`config.mk`:
```
export PLATFORM = sky130hd
export DESIGN_NAME = spi_tft_receiver
export DESIGN_NICKNAME = d
export VERILOG_FILES = /design/src/rtl/spi_tft_receiver_pkg.sv /design/src/rtl/spi_tft_receiver_sync_edge.sv /design/src/rtl/spi_tft_receiver.sv
export SDC_FILE = /design/constraint.sdc
export NUM_CORES = 1
export LEC_CHECK = 0
export CAP_MARGIN = 20
export CORE_ASPECT_RATIO = 1.5
export CORE_MARGIN = 8
export CORE_UTILIZATION = 40
export DETAILED_ROUTE_END_ITERATION = 16
export GPL_TIMING_DRIVEN = 0
export PLACE_DENSITY = 0.7
export SLEW_MARGIN = 40
export SYNTH_ARGS = -nofsm -noshare
export SYNTH_HDL_FRONTEND = slang
export SYNTH_SLANG_ARGS = --single-unit
```
`constraint.sdc`:
```
create_clock -name clk -period 2.1 [get_ports clk]
set_input_delay 0.21 -clock clk [delete_from_list [all_inputs] [get_ports clk]]
set_output_delay 0.21 -clock clk [all_outputs]
set_load 0.01 [all_outputs]
```
`src/rtl/spi_tft_receiver_pkg.sv`:
```
// Shared definitions for the TFT SPI link, used by both the receiver and the controller side.
package spi_tft_pkg;

  typedef enum logic {
    IDLE  = 1'b0,
    SHIFT = 1'b1
  } rx_state_t;

  localparam int   SPI_BYTE_BITS = 8;
  localparam logic DC_CMD        = 1'b0;
  localparam logic DC_DATA       = 1'b1;

endpackage

```
`src/rtl/spi_tft_receiver_sync_edge.sv`:
```
// N-stage synchroniser for an asynchronous pin with registered rise/fall pulses,
// so an edge pulse lags the synchronised level by exactly one clk.
module spi_sync_edge
  import spi_tft_pkg::*;
#(
  parameter int   STAGES  = 2,
  parameter logic RST_VAL = 1'b0
) (
  input  logic clk_i,
  input  logic rst_ni,
  input  logic d_i,
  output logic rise_o,
  output logic fall_o
);

  logic [STAGES-1:0] sync_q;
  logic              prev_q;
  logic              rise_q;
  logic              fall_q;

  always_ff @(posedge clk_i or negedge rst_ni) begin
    if (!rst_ni) begin
      sync_q <= {STAGES{RST_VAL}};
      prev_q <= RST_VAL;
      rise_q <= 1'b0;
      fall_q <= 1'b0;
    end else begin
      sync_q <= {sync_q[STAGES-2:0], d_i};
      prev_q <= sync_q[STAGES-1];
      rise_q <= sync_q[STAGES-1] & ~prev_q;
      fall_q <= ~sync_q[STAGES-1] & prev_q;
    end
  end

  assign rise_o = rise_q;
  assign fall_o = fall_q;

endmodule

```
`src/rtl/spi_tft_receiver.sv`:
```
// SPI target receiver for the TFT write link: deserialises MSB-first bytes framed by cs,
// tags each with dc, and offers them on a single-entry valid/ready output with overrun tracking.
module spi_tft_receiver
  import spi_tft_pkg::*;
#(
  parameter int SYNC_STAGES    = 2,
  parameter int SAMPLE_ON_RISE = 0
) (
  input  logic       clk,
  input  logic       rst_n,
  input  logic       spi_cs,
  input  logic       spi_sclk,
  input  logic       spi_mosi,
  input  logic       spi_dc,
  output logic [7:0] rx_data,
  output logic       rx_dc,
  output logic       rx_first,
  output logic       rx_valid,
  input  logic       rx_ready,
  output logic       overrun,
  output logic       frame_err,
  input  logic       clr_overrun
);

  localparam logic [2:0] LAST_BIT = 3'(SPI_BYTE_BITS - 1);

  logic [SYNC_STAGES-1:0] cs_sync_q;
  logic [SYNC_STAGES-1:0] mosi_sync_q;
  logic [SYNC_STAGES-1:0] dc_sync_q;
  logic                   cs_s;
  logic                   mosi_s;
  logic                   dc_s;
  logic                   sclk_rise;
  logic                   sclk_fall;
  logic                   sample;

  rx_state_t              state_q, state_d;
  logic [2:0]             bit_cnt_q, bit_cnt_d;
  logic                   first_pend_q, first_pend_d;
  logic [SPI_BYTE_BITS-2:0] shift_q, shift_d;
  logic [7:0]             rx_data_q, rx_data_d;
  logic                   rx_dc_q, rx_dc_d;
  logic                   rx_first_q, rx_first_d;
  logic                   rx_valid_q, rx_valid_d;
  logic                   overrun_q, overrun_d;
  logic                   frame_err_q, frame_err_d;
  logic                   byte_done;
  logic                   partial;
  logic                   xfer;
  logic                   drop;

  always_ff @(posedge clk or negedge rst_n) begin
    if (!rst_n) begin
      cs_sync_q   <= '1;
      mosi_sync_q <= '0;
      dc_sync_q   <= {SYNC_STAGES{DC_CMD}};
    end else begin
      cs_sync_q   <= {cs_sync_q[SYNC_STAGES-2:0], spi_cs};
      mosi_sync_q <= {mosi_sync_q[SYNC_STAGES-2:0], spi_mosi};
      dc_sync_q   <= {dc_sync_q[SYNC_STAGES-2:0], spi_dc};
    end
  end

  assign cs_s   = cs_sync_q[SYNC_STAGES-1];
  assign mosi_s = mosi_sync_q[SYNC_STAGES-1];
  assign dc_s   = dc_sync_q[SYNC_STAGES-1];

  // The extra register inside the edge detector gives the fixed SYNC_STAGES+2 latency.
  spi_sync_edge #(
    .STAGES  (SYNC_STAGES),
    .RST_VAL (1'b0)
  ) u_sclk_sync (
    .clk_i  (clk),
    .rst_ni (rst_n),
    .d_i    (spi_sclk),
    .rise_o (sclk_rise),
    .fall_o (sclk_fall)
  );

  assign sample = (SAMPLE_ON_RISE != 0) ? sclk_rise : sclk_fall;
  assign xfer   = rx_valid_q & rx_ready;

  always_comb begin
    state_d      = state_q;
    bit_cnt_d    = bit_cnt_q;
    first_pend_d = first_pend_q;
    shift_d      = shift_q;
    rx_data_d    = rx_data_q;
    rx_dc_d      = rx_dc_q;
    rx_first_d   = rx_first_q;
    rx_valid_d   = rx_valid_q;
    frame_err_d  = 1'b0;
    byte_done    = 1'b0;
    partial      = 1'b0;
    drop         = 1'b0;

    case (state_q)
      IDLE: begin
        bit_cnt_d    = 3'd0;
        first_pend_d = 1'b1;
        if (!cs_s) begin
          state_d = SHIFT;
        end
      end
      SHIFT: begin
        if (sample) begin
          shift_d = {shift_q[SPI_BYTE_BITS-3:0], mosi_s};
          if (bit_cnt_q == LAST_BIT) begin
            byte_done = 1'b1;
            bit_cnt_d = 3'd0;
          end else begin
            bit_cnt_d = bit_cnt_q + 3'd1;
          end
        end
        // A byte completing on the same cycle cs rises is kept, not flagged.
        partial = (bit_cnt_q != 3'd0 || sample) && !byte_done;
        if (cs_s) begin
          state_d     = IDLE;
          bit_cnt_d   = 3'd0;
          frame_err_d = partial;
        end
      end
      default: begin
        state_d   = IDLE;
        bit_cnt_d = 3'd0;
      end
    endcase

    if (byte_done) begin
      first_pend_d = 1'b0;
      if (!rx_valid_q || xfer) begin
        rx_data_d  = {shift_q, mosi_s};
        rx_dc_d    = dc_s;
        rx_first_d = first_pend_q;
        rx_valid_d = 1'b1;
      end else begin
        drop = 1'b1;
      end
    end else if (xfer) begin
      rx_valid_d = 1'b0;
    end

    overrun_d = (overrun_q & ~clr_overrun) | drop;
  end

  always_ff @(posedge clk or negedge rst_n) begin
    if (!rst_n) begin
      state_q      <= IDLE;
      bit_cnt_q    <= 3'd0;
      first_pend_q <= 1'b1;
      rx_data_q    <= 8'h00;
      rx_dc_q      <= DC_CMD;
      rx_first_q   <= 1'b0;
      rx_valid_q   <= 1'b0;
      overrun_q    <= 1'b0;
      frame_err_q  <= 1'b0;
    end else begin
      state_q      <= state_d;
      bit_cnt_q    <= bit_cnt_d;
      first_pend_q <= first_pend_d;
      rx_data_q    <= rx_data_d;
      rx_dc_q      <= rx_dc_d;
      rx_first_q   <= rx_first_d;
      rx_valid_q   <= rx_valid_d;
      overrun_q    <= overrun_d;
      frame_err_q  <= frame_err_d;
    end
  end

  // Shift data needs no reset: bit_cnt gates when it is consumed.
  always_ff @(posedge clk) begin
    shift_q <= shift_d;
  end

  assign rx_data   = rx_data_q;
  assign rx_dc     = rx_dc_q;
  assign rx_first  = rx_first_q;
  assign rx_valid  = rx_valid_q;
  assign overrun   = overrun_q;
  assign frame_err = frame_err_q;

endmodule

```
==> impl_metrics.py <==
metrics = {
    "final_layout": {
        "nFillCells": 264,
        "nets": 114,
        "multi_input_area_um2": 323,
        "seq_area_um2": 915,
        "drive_gt1_frac": 0.250,
        "area_delta_synth_final_pct": 30.2,
        "antenna_cells": 0,
        "stdcell_area_um2": 1670,
        "final_core_util": 0.540,
    },
    "setup_path": {
        "arrival_ns": 1.78,
        "crit_top_cell": "ha_1",
        "critical_path_class": "register to register",
        "max_stage_delay_ns": 0.39,
        "slowest_stage": "dfrtp_1",
        "path_buf_inv": 1,
        "critPathTopFamily": "adder cells",
        "path_cells": "ha_1, ha_1, nand3_4, nor2b_4, buf_12, mux2_4",
        "crit_required_ns": 2.27,
        "end_kind": "register",
        "start_kind": "register",
        "cp_max_fo": 10,
    },
    "sta": {
        "maxSlewViolCount": 0,
        "holdWs_ns": 0.330,
        "grt_setup_unrepaired": "false",
        "post-route-period-util": 0.767,
        "fin_tns_setup_ns": 0,
        "fmax_mhz": 621,
        "tightest_slew_ns": 0.612,
        "skew_ns": 0.00583,
        "post-route-min-period_ns": 1.61,
        "hold_violations": 0,
        "slew_headroom": 0.592,
        "finalSetupViolCount": 0,
    },
    "clocking": {
        "clk_pin_slew_ns": 0.07,
        "clk_latency_ns": 0.28,
        "root_buffer": "clkbuf_8",
        "numCtsBuffers": 5,
        "postCtsResizedCells": 0,
        "cts_sinks": 35,
        "cts_tree": "done",
        "cts-htree-levels": 2,
        "cts_max_path_buffers": 2,
    },
    "drt": {
        "wl_per_cell_um": 13.5,
        "vias_per_cell": 4.53,
        "drt_pre_antenna_iters": 2,
        "vias": 653,
        "ant_nets": 0,
        "drc": 0,
        "drt-total-wl_mm": 1.95,
        "drtIter0Drc": 15,
    },
    "pwr": {
        "ir_worst_vdd_uv": 541,
        "power.leakage_nw": 0.736,
        "pwr_density_cell_nw_per_um2": 872,
    },
    "flow_run": {
        "max_cap_violations": 0,
    },
    "yosys": {
        "synth.avg_cell_area_um2": 17.1,
        "synth_compound_area_frac": 0.00877,
        "yosysTopAreaCellShare": 0.487,
        "synth-simple-area-share": 0.0731,
        "yosys.area_share.xor_xnor": 0,
        "synth_top_family_by_area": "multiplexers",
        "synth.yosys.seq_area_share": 0.712,
        "syn_nets": 86,
        "ys.flop_type": "dfrtp_1",
        "async_reset_ff_frac": 0.800,
        "synth_most_common_cell": "dfrtp_1",
        "ys_types": 19,
        "post-synth-top-area-cell": "dfrtp_1",
        "yosys-top-cells-area": "dfrtp_1 (49%), edfxtp_1 (16%), mux2_4 (12%)",
        "ys_ff_latch": 35,
        "synth_edf_count": 7,
        "yosysWarnings": 0,
        "synthMuxAreaShare": 0.140,
        "netlist_instances": 75,
        "netlist_area_um2": 1280,
        "synth_fa_ha_area_frac": 0.0292,
        "synthTopCellsByCount": "dfrtp_1 (25), mux2_4 (10), edfxtp_1 (7)",
    },
    "place": {
        "portBuffers": 20,
        "place.gp.congestion": 0.679,
        "dp_hpwl_mm": 1.43,
        "dpl_cell_area_um2": 1530,
    },
    "global_route": {
        "grt_max_degree": 29,
        "grt_pass1_wl_mm": 3.48,
        "grt_pass1_vias": 747,
        "grt_overflow": 0,
        "grt_use_total": 0.0872,
        "antenna_found_initial": 0,
    },
    "min_path": {
        "worstHoldPathType": "primary input to register",
    },
    "die": {
        "core_um2": 3100,
        "initial_core_util": 0.415,
        "io_pins": 21,
        "die_w_um": 62.3,
        "die_h_um": 85.4,
        "dieArea_um2": 5320,
        "rows": 25,
    },
    "run_status": {
        "status": "finished, final reports clean",
    },
}
[path summary, 6_finish.rpt]
check                           cells after the start                           end                startpoint  slack [ns]
worst max-delay path                                6        rx_data[0]$_DFFE_PN0P_  bit_cnt_q[0]$_DFFE_PN0P_        0.49
max in group asynchronous                           2  u_sclk_sync.prev_q$_DFF_PN0_                     rst_n        1.24
worst min register to register                      0        dc_sync_q[1]$_DFF_PN0_    dc_sync_q[0]$_DFF_PN0_        0.36
worst min-delay path                                1        cs_sync_q[0]$_DFF_PN1_                    spi_cs        0.33
worst max register to register                      6        rx_data[0]$_DFFE_PN0P_  bit_cnt_q[0]$_DFFE_PN0P_        0.49
min in group asynchronous                           2        rx_data[7]$_DFFE_PN0P_                     rst_n        0.46
[power breakdown]
group          switching, mW  internal, mW  leakage [nW]  total, mW
combinational         0.0206        0.0196         0.245     0.0402
clock                  0.226         0.474        0.0654      0.700
sequential           0.00729         0.710         0.425      0.717
total                  0.254          1.20         0.736       1.46
[flip-flops by register name, indices dropped and copies added (netlist names)]
register and flops:
u_sclk_sync.fall_o 1, overrun 1, frame_err 1, shift_q 7, rx_valid 1, u_sclk_sync.sync_q 2, mosi_sync_q 2, rx_dc 1
u_sclk_sync.prev_q 1, rx_first 1, cs_sync_q 2, bit_cnt_q 3, first_pend_q 1, rx_data 8, state_q 1, dc_sync_q 2
[routing by layer]
| layer | part of all wire | GRT usage |
|---|---|---|
| met1 | 0.37 | 0.0813 |
| met2 | 0.53 | 0.141 |
| met3 | 0.055 | 0.0408 |
| met4 | 0.039 | 0.0750 |
| met5 | 0 | 0 |
[repair_timing]
action / 4_1_cts / 5_1_grt
hold buffers: 1 / 0
hold endpoints to repair: 25 / 0
buffers inserted: 0 / 0
[cell usage in the layout, fill, tap and decap left out, drive strengths merged]
cell and n:
a21oi 1, inv 4, mux2i 3, dfrtp 25
nor2b 2, and2 1, dfstp 3, clkbuf 6
edfxtp 7, nor2 5, nand2b 1, nand3 2
o22ai 1, bufinv 2, buf 3, mux2 10
clkdlybuf4s50 19, ha 3, dlygate4sd3 1, nand2 5
[final cells by class]
type / instances / area share
clock inverters: 2 / 0.0359
plain buffers: 2 / 0.0187
flip-flops and latches: 35 / 0.547
clock buffers: 6 / 0.0434
multi-input cells: 34 / 0.193
inverters: 4 / 0.00898
repair buffers: 21 / 0.123
well taps: 40 / 0.0299
[metrics by stage]
| stage | setup WS [ns] | power, mW | instances |
|---|---|---|---|
| after floorplan | 0.603 | 0.742 | 75 |
| after global placement | 0.442 | 0.769 | 135 |
| after detailed placement | 0.484 | 0.771 | 135 |
| after CTS | 0.471 | 1.48 | 144 |
| after global routing | 0.390 | 1.51 | 144 |
| final | 0.488 | 1.46 | 144 |
[logic make-up after synthesis]
| kind of cell | after synthesis |
|---|---|
| AO/OA/AOI/OAI | 2 |
| buffers and inverters | 6 |
| multiplexers | 13 |
| flip-flops | 35 |
| AND/OR/NAND/NOR | 16 |
| adder cells (fa/ha/maj) | 3 |
Power figures use the tool's default switching activity.
==> RTL change (config.mk and constraints unchanged) <==
Put one more register stage on the output `frame_err`, cleared by the reset. The value now appears one clock later. The other outputs are not delayed to match.
--- a/src/rtl/spi_tft_receiver.sv
+++ b/src/rtl/spi_tft_receiver.sv
@@ -177,7 +177,13 @@
   assign rx_first  = rx_first_q;
   assign rx_valid  = rx_valid_q;
   assign overrun   = overrun_q;
-  assign frame_err = frame_err_q;
+  always_ff @(posedge clk or negedge rst_n) begin
+    if (!rst_n) begin
+      frame_err <= '0;
+    end else begin
+      frame_err <= frame_err_q;
+    end
+  end
 
 endmodule
 
Behaviour: not the same (a bounded check fails within 10 cycles, from zero or initial values and one cycle with rst_n low).
==> RTL change against the unedited design <==
Sequential share of layout area increased by 1.4 points. Clock power decreased by 17%. Worst setup slack gained 0.0098 ns. Count of clock-buffer cells in the layout is 1 lower. Core utilization down 0.42 points. Area after synthesis rose by 1.9%. Maximum frequency grew 0.61%. Sequential power up 2.8%. Sequential cell count increased by 1. Largest cell class unchanged. Cell area grew 0.22%. Wire length is 6.7% lower. Total power is 6.9% lower.
==> RTL change: results (changes against the unedited design) <==
- Outcome: finished clean
- Dpl ws: 0.4862 ns (+0.002460 ns)
- FILL cells: 276 (+4.5%)
- Syn Inst Count: 76 (+1.3%)
- Min-Delay Startpoint: spi_cs
- Slew margin rel.: 59.22% (about the same)
- Synth Register Bits: 36 (+2.9%)
- Final non-filler cell total: 145 (+0.69%)
- Synth top cells by count: dfrtp_1 (26), mux2_4 (10), edfxtp_1 (7), nand2_1 (5), nor2_1 (5)
- Resized Gates After CTS: 0 (unchanged)
- Reg2reg path depth: 6 (unchanged)
- Slowest-stage cell, CP: dfrtp_1
- Synth top area cells: dfrtp_1 (50%), edfxtp_1 (16%), mux2_4 (11%), dfstp_2 (6.0%), ha_1 (2.9%)
- CTS buffer count: 5 (unchanged)
- Sequential share of cell area: 56.09% (+1.4 points)
- Clk root buf: clkbuf_8
- Drt pass-1 iters: 3 (+1)
- # nets final: 115 (+0.88%)
- Placed instance count: 136 (+0.74%)
- Signal buf overhead: 14.11% (-0.032 points)
- Synth Area in Compound Gates: 0.8604% (-0.017 points)
- CTS Hold Buffers Added: 1 (unchanged)
- Async S/R FF share, synth: 80.56% (+0.56 points)
- Crit path largest cell delay: 0.39 ns (about the same)
- Largest net degree at the start of global routing: 30 (+3.4%)
- VDD IR max: 0.5780 mV (+6.9%)
- Initial drt markers: 16 (+1)
- Skew final: 0.006887 ns (+0.001056 ns)
- WP data arrival: 1.76 ns (-0.02 ns)
- Post-Synth Adder-Cell Area: 2.868% (-0.056 points)
- Syn Nets: 87 (+1.2%)
- Yosys cell types: 19 (unchanged)
- CP Class: flip-flop to flip-flop
- Worst r2r src: bit_cnt_q[0]
- Fraction of area in multi-input gates: 19.27% (-0.043 points)
- Vias in the first global route: 728 (-2.5%)
- Placer Congestion: 0.7191 (+5.9%)
- Diode count: 0 (unchanged)
- First-pass GRT wire length: 3318 um (-4.6%)
- Non-clock buffer count: 23 (unchanged)
- Placed Area: 1554 um^2 (+1.6%)
- Worst setup endpoint: rx_data[7]
- DP HPWL: 1326 um (-7.3%)
- Num rows: 25 (unchanged)
- Avg WL per Cell: 12.53 um (-7.4%)
- Worst Hold Slack: 0.3408 ns (+0.01092 ns)
- Crit share post-route: 76.27% (-0.46 points)
- Layout cells sized above 1: 25.71% (+0.71 points)
- Fraction of synthesized area in multiplexers: 13.77% (-0.27 points)
- Drt via density: 4.607 (+1.6%)
- P_leak: 0.7381 nW (+0.33%)
- Clock network area share: 6.647% (-1.3 points)
- GRT Util Overall: 7.783% (-0.93 points)
- Syn. warnings: 0 (unchanged)
- Longest Clk Path Bufs: 2 (unchanged)
- Critical path origin: bit_cnt_q[0]
- Sequential fraction of the synthesis area: 71.80% (+0.55 points)
-- RTL change: report_power, final --
part           leakage (nW)  switching [W]  internal, W
Clock                0.0541       0.000230     0.000351
Sequential            0.439     0.00000768     0.000730
Combinational         0.245      0.0000199    0.0000196
Total                 0.738       0.000257      0.00110
-- RTL change: metal layers --
layer,part of all wire (%),global-route usage [%],vias up
met5,0,0,-
met4,0.39,3.125,0
met3,6.8,4.824,2
met2,51,12.48,18
met1,42,8.022,340
li1,-,-,308
-- RTL change: worst max-delay path, delay by kind of cell, from the launching register on --
kind                     cells  cell delay, ns
adder cells (fa/ha/maj)      2            0.40
AND/OR/NAND/NOR              2            0.25
buffers and inverters        1            0.15
flip-flops                   1            0.39
multiplexers                 1            0.30
-- RTL change: cells by family after synthesis --
| logic type | count (synthesis) |
|---|---|
| flip-flops | 36 |
| AND/OR/NAND/NOR | 16 |
| multiplexers | 13 |
| buffers and inverters | 6 |
| adder cells (fa/ha/maj) | 3 |
| AO/OA/AOI/OAI | 2 |
